$ cat config.mk
export PLATFORM = sky130hd
export DESIGN_NAME = sccb_reg_sequencer
export DESIGN_NICKNAME = d
export VERILOG_FILES = /design/src/rtl/sccb_reg_sequencer.sv
export SDC_FILE = /design/constraint.sdc
export NUM_CORES = 1
export LEC_CHECK = 0
export ABC_AREA = 0
export CORE_MARGIN = 2
export CORE_UTILIZATION = 49
export CTS_CLUSTER_SIZE = 25
export DETAILED_ROUTE_END_ITERATION = 10
export GPL_TIMING_DRIVEN = 0
export PLACE_DENSITY = 0.76
export SYNTH_ARGS = -nofsm -noshare
export SYNTH_HDL_FRONTEND = slang
export SYNTH_SLANG_ARGS = --single-unit
$ cat constraint.sdc
create_clock -name sys_clk -period 2.74 [get_ports sys_clk]
set_input_delay 0.274 -clock sys_clk [delete_from_list [all_inputs] [get_ports sys_clk]]
set_output_delay 0.274 -clock sys_clk [all_outputs]
set_load 0.1 [all_outputs]
$ cat src/rtl/sccb_reg_sequencer.sv
// Register-level sequencer above sccb_controller: expands one register write/read
// request into the START/WRITE/READ/STOP command stream and returns the result.
module sccb_reg_sequencer #(
    parameter logic [7:0] DEV_ID     = 8'h42,
    parameter int         GAP_CYCLES = 16,
    parameter int         BUSY_TO    = 15
) (
    input  logic       sys_clk,
    input  logic       rst,
    input  logic       req_valid,
    output logic       req_ready,
    input  logic       req_write,
    input  logic [7:0] req_addr,
    input  logic [7:0] req_wdata,
    output logic       rsp_valid,
    output logic [7:0] rsp_rdata,
    output logic       rsp_err,
    output logic       sccb_flag,
    output logic [3:0] sccb_cmd,
    output logic [7:0] sccb_dat,
    input  logic       sccb_busy,
    input  logic [7:0] sccb_out_dat,
    input  logic       sccb_out_flag
);

    typedef enum logic [2:0] {
        S_IDLE, S_ISSUE, S_WAIT_HI, S_WAIT_LO, S_NEXT, S_GAP, S_DONE
    } state_t;

    localparam logic [3:0] CMD_IDLE  = 4'b0000;
    localparam logic [3:0] CMD_START = 4'b0001;
    localparam logic [3:0] CMD_WRITE = 4'b0010;
    localparam logic [3:0] CMD_READ  = 4'b0011;
    localparam logic [3:0] CMD_STOP  = 4'b0110;

    // Read program: step 3 is the mid-program STOP, step 4 is the gap, step 7 the READ.
    localparam logic [3:0] RD_MID_STOP  = 4'd3;
    localparam logic [3:0] RD_RESTART   = 4'd5;
    localparam logic [3:0] RD_READ_STEP = 4'd7;

    localparam logic [7:0]  TO_LAST  = 8'(BUSY_TO - 1);
    localparam logic [15:0] GAP_LOAD = 16'(GAP_CYCLES - 1);

    state_t      state_q, state_d;
    logic [3:0]  step_q, step_d;
    logic        write_q, write_d;
    logic [7:0]  addr_q, addr_d;
    logic [7:0]  wdata_q, wdata_d;
    logic        err_q, err_d;
    logic [7:0]  rdata_q, rdata_d;
    logic        captured_q, captured_d;
    logic [7:0]  wait_cnt_q, wait_cnt_d;
    logic [15:0] gap_cnt_q, gap_cnt_d;
    logic [3:0]  cmd_q, cmd_d;
    logic [7:0]  dat_q, dat_d;
    logic        ready_q, ready_d;

    function automatic logic [11:0] step_word(input logic wr, input logic [3:0] step,
                                              input logic [7:0] addr, input logic [7:0] wdata);
        logic [11:0] w;
        w = {CMD_STOP, 8'h00};
        if (wr) begin
            case (step)
                4'd0:    w = {CMD_START, 8'h00};
                4'd1:    w = {CMD_WRITE, DEV_ID};
                4'd2:    w = {CMD_WRITE, addr};
                4'd3:    w = {CMD_WRITE, wdata};
                default: w = {CMD_STOP, 8'h00};
            endcase
        end else begin
            case (step)
                4'd0:    w = {CMD_START, 8'h00};
                4'd1:    w = {CMD_WRITE, DEV_ID};
                4'd2:    w = {CMD_WRITE, addr};
                4'd5:    w = {CMD_START, 8'h00};
                4'd6:    w = {CMD_WRITE, DEV_ID | 8'h01};
                4'd7:    w = {CMD_READ, 8'h00};
                default: w = {CMD_STOP, 8'h00};
            endcase
        end
        return w;
    endfunction

    always_ff @(posedge sys_clk or negedge rst) begin
        if (!rst) begin
            state_q    <= S_IDLE;
            step_q     <= 4'd0;
            write_q    <= 1'b0;
            addr_q     <= 8'h00;
            wdata_q    <= 8'h00;
            err_q      <= 1'b0;
            rdata_q    <= 8'h00;
            captured_q <= 1'b0;
            wait_cnt_q <= 8'h00;
            gap_cnt_q  <= 16'h0000;
            cmd_q      <= CMD_IDLE;
            dat_q      <= 8'h00;
            ready_q    <= 1'b0;
        end else begin
            state_q    <= state_d;
            step_q     <= step_d;
            write_q    <= write_d;
            addr_q     <= addr_d;
            wdata_q    <= wdata_d;
            err_q      <= err_d;
            rdata_q    <= rdata_d;
            captured_q <= captured_d;
            wait_cnt_q <= wait_cnt_d;
            gap_cnt_q  <= gap_cnt_d;
            cmd_q      <= cmd_d;
            dat_q      <= dat_d;
            ready_q    <= ready_d;
        end
    end

    always_comb begin
        state_d    = state_q;
        step_d     = step_q;
        write_d    = write_q;
        addr_d     = addr_q;
        wdata_d    = wdata_q;
        err_d      = err_q;
        rdata_d    = rdata_q;
        captured_d = captured_q;
        wait_cnt_d = wait_cnt_q;
        gap_cnt_d  = gap_cnt_q;
        cmd_d      = cmd_q;
        dat_d      = dat_q;

        case (state_q)
            S_IDLE: begin
                if (req_valid && ready_q) begin
                    write_d    = req_write;
                    addr_d     = req_addr;
                    wdata_d    = req_wdata;
                    step_d     = 4'd0;
                    err_d      = 1'b0;
                    rdata_d    = 8'h00;
                    captured_d = 1'b0;
                    state_d    = S_ISSUE;
                end
            end
            S_ISSUE: begin
                wait_cnt_d = 8'h00;
                state_d    = S_WAIT_HI;
            end
            S_WAIT_HI: begin
                if (sccb_busy) begin
                    state_d = S_WAIT_LO;
                end else if (wait_cnt_q == TO_LAST) begin
                    err_d   = 1'b1;
                    state_d = S_NEXT;
                end else begin
                    wait_cnt_d = wait_cnt_q + 8'd1;
                end
            end
            S_WAIT_LO: begin
                if (!sccb_busy) begin
                    state_d = S_NEXT;
                end
            end
            S_NEXT: begin
                if (cmd_q == CMD_STOP) begin
                    gap_cnt_d = GAP_LOAD;
                    state_d   = S_GAP;
                end else begin
                    step_d  = step_q + 4'd1;
                    state_d = S_ISSUE;
                end
            end
            S_GAP: begin
                if (gap_cnt_q == 16'h0000) begin
                    if (!write_q && step_q == RD_MID_STOP) begin
                        step_d  = RD_RESTART;
                        state_d = S_ISSUE;
                    end else begin
                        state_d = S_DONE;
                    end
                end else begin
                    gap_cnt_d = gap_cnt_q - 16'd1;
                end
            end
            S_DONE: begin
                err_d   = 1'b0;
                state_d = S_IDLE;
            end
            default: state_d = S_IDLE;
        endcase

        // Only the first data pulse of the READ step is kept.
        if (!write_q && step_q == RD_READ_STEP && !captured_q && sccb_out_flag &&
            (state_q inside {S_ISSUE, S_WAIT_HI, S_WAIT_LO, S_NEXT})) begin
            rdata_d    = sccb_out_dat;
            captured_d = 1'b1;
        end

        if (state_d == S_ISSUE) begin
            {cmd_d, dat_d} = step_word(write_d, step_d, addr_d, wdata_d);
        end

        ready_d = (state_d == S_IDLE);
    end

    assign req_ready = ready_q;
    assign sccb_flag = (state_q == S_ISSUE);
    assign sccb_cmd  = cmd_q;
    assign sccb_dat  = dat_q;
    assign rsp_valid = (state_q == S_DONE);
    assign rsp_err   = (state_q == S_DONE) && err_q;
    assign rsp_rdata = rdata_q;

endmodule

# Word-level counts from Yosys, hierarchy flattened
# Index checks and enable logic that the tools add are counted.
[classes] addsub=3 n_mul=0 div_mod_pow=0 magnitude_cmp=0 n_eq_ne=23 n_shift=0 mux=37 n_bitwise=0 n_reduce_logical=24
[op_table] operator="$mux W8" n=9
[op_table] operator="$pmux W11 S5" n=1
[op_table] operator="$pmux W11 S4" n=1
[op_table] operator="$mux W16" n=2
[op_table] operator="$pmux W16 S2" n=1
[op_table] operator="$mux W3" n=7
[op_table] operator="$eq A4 B3 Y1 const B" n=5
[op_table] operator="$pmux W3 S6" n=1
[op_table] operator="$logic_not A16 Y1" n=1
[op_table] operator="$mux W4" n=4
[op_table] operator="$pmux W8 S2" n=1
[op_table] operator="$sub A16 B1 Y16 const B" n=1
[op_table] operator="$eq A4 B2 Y1 const B" n=3
[op_table] operator="$mux W12" n=1
[op_table] operator="$ne A2 B2 Y1 const B" n=6
[op_table] operator="$pmux W4 S3" n=1
[op_table] operator="$eq A3 B3 Y1 const B" n=3
[op_table] operator="$add A8 B1 Y8 const B" n=1
[op_table] operator="$eq A8 B4 Y1 const B" n=1
[op_table] operator="$reduce_bool A2 Y1" n=4
[op_table] operator="$logic_and A1 B1 Y1" n=7
[op_table] operator="$mux W1" n=7
[op_table] operator="$eq A3 B1 Y1 const B" n=2
[op_table] operator="$eq A3 B2 Y1 const B" n=2
[op_table] operator="other kinds (12)" n=15
[word_totals] regBits=71 latch_bits=0 ramBits=0 rom_bits=0 inputBits=30 out_inout_bits=24 word_cells=100 n_memories=0

# Depth between registers and ports, before layout
[depth] depth_word=9 mapped_depth=11 ltp_nobuf=10

# Worst setup path after synthesis
# OpenSTA, ideal clock, no wires.
[synth_timing] path_type="register to output" startpoint="register state_q[2]" endpoint="output rsp_err" arrival_ns=3.005 required_time_ns=2.466 path_slack_ns=-0.539 path_stages_with_launch=6 path_cell_list="dfrtp_1 -> buf_2 -> clkbuf_1 -> nand2_1 -> nor2_1 -> and2_1"
[synth_between] elab_chain_len=2
[synth_rtl] element="start, declared" line="44" text="state_t state_q, state_d;"
[synth_rtl] element="start signal, assigned" line="100" text="state_q <= state_d;"
[synth_rtl] element="$eq A3 B3 Y1"
[synth_rtl] element="named net rsp_valid" line="15" text="output logic rsp_valid,"
[synth_rtl] element="$logic_and A1 B1 Y1" line="209" text="assign rsp_err = (state_q == S_DONE) && err_q;"
[synth_rtl] element="end, declared" line="17" text="output logic rsp_err,"
# The timed path passes the listed nets, and every way through them passes these cells.

# Worst setup path in the final report
[layout_timing] startpoint="register gap_cnt_q[0]" endpoint="register dat_q[3] (netlist: sccb_dat[3])"
[layout_between] elab_chain_len=7 elab_cells_between_ends=17 classes_between="eq/ne (7); mux (7); reduce/logical (3)"
[layout_rtl] element="start, declared" line="53" text="logic [15:0] gap_cnt_q, gap_cnt_d;"
[layout_rtl] element="start signal, assigned" line="109" text="gap_cnt_q <= gap_cnt_d;"
[layout_rtl] element="$logic_not A16 Y1 (*)" line="172" text="if (gap_cnt_q == 16'h0000) begin"
[layout_rtl] element="$mux W4" line="172"
[layout_rtl] element="$pmux W4 S3" line="130" text="case (state_q)"
[layout_rtl] element="$eq A4 B3 Y1 or $logic_not A4 Y1 (tied branches)" line="71, 63"
[layout_rtl] element="$reduce_or A2 Y1 (no line)"
[layout_rtl] element="$pmux W11 S5" line="71" text="case (step)"
[layout_rtl] element="$mux W12" line="62" text="if (wr) begin"
[layout_rtl] element="end signal, assigned" line="111" text="dat_q <= dat_d;"
[layout_rtl] element="end, declared" line="55" text="logic [7:0] dat_q, dat_d;"
# Every way passes the cells marked *; elsewhere a longest branch is shown, timed or not.
# A chain may end at the register's enable or synchronous reset.

==> results_dict.tcl <==
set metrics [dict create \
    hold_viol 0 \
    ctsLongestPathBuffers 2 \
    cp_max_fo 4 \
    cpPeakStageDelay_ns 0.49 \
    ant_nets 0 \
    clkPwrFrac 0.164 \
    synth_area_leaders "dfrtp_1 (50%), mux2_2 (5.7%), nand2_1 (3.5%)" \
    power.density_nw_per_um2 1090 \
    use_met2 0.348 \
    synth-async-reset-ratio 1.00 \
    dr.pass1.iters 4 \
    swShare 0.445 \
    die_x_um 88.9 \
    utilization 0.690 \
    area_growth_pct 34.3 \
    via_per_inst 5.44 \
    final.setup.tns_ns -0.0115 \
    synth_seq_area_share 0.496 \
    synth_seq_cells 70 \
    hpwl_um 5210 \
    dp_slack_ns -0.502 \
    row_count 30 \
    wl_per_cell_um 15.5 \
    drive_above_1_share 0.248 \
    use_met3 0.0616 \
    violations "setup timing" \
    worstPathCellList "inv_2 -> ha_4 -> or4b_4 -> nor4_4 -> and3_4 -> nor2_4 -> buf_6 -> nor4_4 -> a2111oi_4 -> buf_2 -> a22o_1" \
    dieArea_um2 7900 \
    avgSynthCellArea_um2 10.3 \
    power_frac_seq 0.314 \
    finClkSkew_ns 0.0132 \
    grt_max_degree 71 \
    ys_types 62 \
    fin_ws_ns -0.0101 \
    num_vias 2913 \
    grt_pass1_vias 2795 \
    p_leak_nw 2.04 \
    ys_warn_count 0 \
    power.switching_mw 2.30 \
    grt_pass1_wl_um 13200 \
    dr.first_iter.drc_count 168 \
    peakVddDrop_mv 0.644 \
    n_antenna_cell 0 \
    synthesis.nets 377 \
    root_buffer "clkbuf_8" \
    wl_um 8280 \
    insertion_delay_ns 0.36 \
    yosysTopAreaCell "dfrtp_1" \
    start_util 0.514 \
    min_path_type "in2async" \
    overflow 0 \
    gr-max-usage-layer "met2" \
    synth_top_area_share 0.496 \
    cts_tree "done" \
    slew_viol_final 0 \
    portBuffers 52 \
    grt_usage 0.220 \
    comb_power_share 0.522 \
    synth_cells 342 \
    status "finished with violations" \
    tightest_slew_ns 0.988 \
    synth_edf_count 0 \
    max_freq_mhz 364 \
    drc 0 \
    clock-sinks 70 \
    fin_crit_sh 1.00 \
    max_slew_margin 0.339 \
    fillers 494 \
    core_um2 6870 \
    drv_cap 0 \
    holdBufCountCts 0 \
    yosys-top-cells-count "dfrtp_1 (70), nand2_1 (33), nor2_1 (32)" \
    boundaryPins 54 \
    rsz0062_at_grt "true" \
    crit_path_frequent_cell "nor4_4" \
    critical_path.top_delay_family "simple AND/OR/NAND/NOR gates" \
    fin_crit_ns 2.75 \
    die_h_um 88.9 \
    synth.most_common_cell "dfrtp_1" \
    antenna_found_initial 0 \
    fin_nets 469 \
    crit_arrival_ns 3.00 \
    crit_type "reg2reg" \
    end_kind "register" \
    clk_pin_slew_ns 0.08 \
    cpMaxStageDelayCell "or4b_4" \
    synth_area_um2 3530 \
    cts_buffers 9 \
    grt_use_met1 0.289 \
    cts_htree_levels 3 \
    finalPower_mw 5.18 \
    start_kind "register" \
    final-setup-viol-count 2 \
    ys.flop_type "dfrtp_1" \
    required_ns 2.99 \
    worst-path-buf-inv 3 \
    intPower_mw 2.88 \
    place.gp.congestion 0.792 \
]
==> metrics by stage <==
stage,area [um2],cells,hold WS [ns]
6_report,4740,535,0.0285
5_1_grt,4740,535,0.104
4_1_cts,4540,516,0.0594
3_5_place_dp,4180,490,0.448
3_3_place_gp,4180,490,0.455
2_1_floorplan,3540,342,-0.0216
==> kinds of logic (layout without fill, tap and decap cells) <==
kind of cell,count (synthesis),in the layout,synth area share
buffers and inverters,21,118,0.0269
adders and majority gates,5,5,0.0177
other,1,1,0.00106
AOI/OAI and AO/OA,64,64,0.130
DFF,70,70,0.496
and+or+nand+nor,145,145,0.225
xor gates and xnor gates,16,16,0.0397
muxes,20,20,0.0631
==> layout make-up <==
class,count,area (um2),share of cell area
buffer,12,58.8,0.0124
clock buffer,11,141,0.0298
clock inverter,5,60.1,0.0127
inverter,8,32.5,0.00686
multi-input combinational,251,1820,0.384
sequential,70,1760,0.370
tap,96,120,0.0253
timing repair buffer,82,753,0.159
==> routing by layer <==
metal  wire, um  vias to the layer above
li1           -                     1410
met1       3660                     1429
met2       4170                       64
met3        346                       10
met4        106                        0
met5          0                        -
==> what timing repair did <==
action | CTS | global route
endpoints found under the hold margin | 0 | 0
buffers inserted | 10 | 19
cloned | 0 | 1
setup endpoints to repair | 14 | 15
resized for setup | 19 | 20
pin swaps | 7 | 15
==> power groups by stage <==
stage | logic, mW | clock network [mW] | registers, mW
after detailed placement | 2.22 | 0 | 1.62
after global routing | 2.91 | 0.921 | 1.67
after floorplan | 1.28 | 0 | 2.03
after global placement | 2.17 | 0 | 1.61
after CTS | 2.42 | 0.872 | 1.60
final | 2.70 | 0.852 | 1.63
==> path summary, 6_finish.rpt <==
kind	from	end	slack, ns	depth (start not counted)
setup reg to reg	gap_cnt_q[0]	sccb_dat[3]	-0.01	11
hold reg to reg	captured_q	captured_q	0.48	1
max in group asynchronous	rst	sccb_cmd[2]	2.09	1
setup / recovery	gap_cnt_q[0]	sccb_dat[3]	-0.01	11
hold / removal	rst	gap_cnt_q[6]	0.03	1
min in group sys_clk	sccb_out_dat[4]	rsp_rdata[4]	0.46	3
==> registers in the layout, indices dropped and copies added (netlist names) <==
name and flops:
gap_cnt_q 16, addr_q 8, rsp_rdata 8, sccb_dat 8, wait_cnt_q 8, wdata_q 8
step_q 4, sccb_cmd 3, state_q 3, captured_q 1, err_q 1, req_ready 1
write_q 1
==> placed cells by master (no fill, tap or decap), types with 7 or more instances in the layout <==
master | Yosys | layout
mux2_2 | 18 | 18
xor2_1 | 9 | 9
buf_4 | 1 | 26
nor2_1 | 32 | 30
o21ai_0 | 22 | 20
nand3_1 | 20 | 19
a21oi_1 | 13 | 11
clkdlybuf4s50_1 | 0 | 48
clkbuf_1 | 9 | 9
nand2_1 | 33 | 33
or3_1 | 8 | 8
xnor2_1 | 7 | 7
clkbuf_8 | 0 | 10
a22o_1 | 8 | 8
dfrtp_1 | 70 | 66
Note: power is estimated with default switching activity, not from simulation.
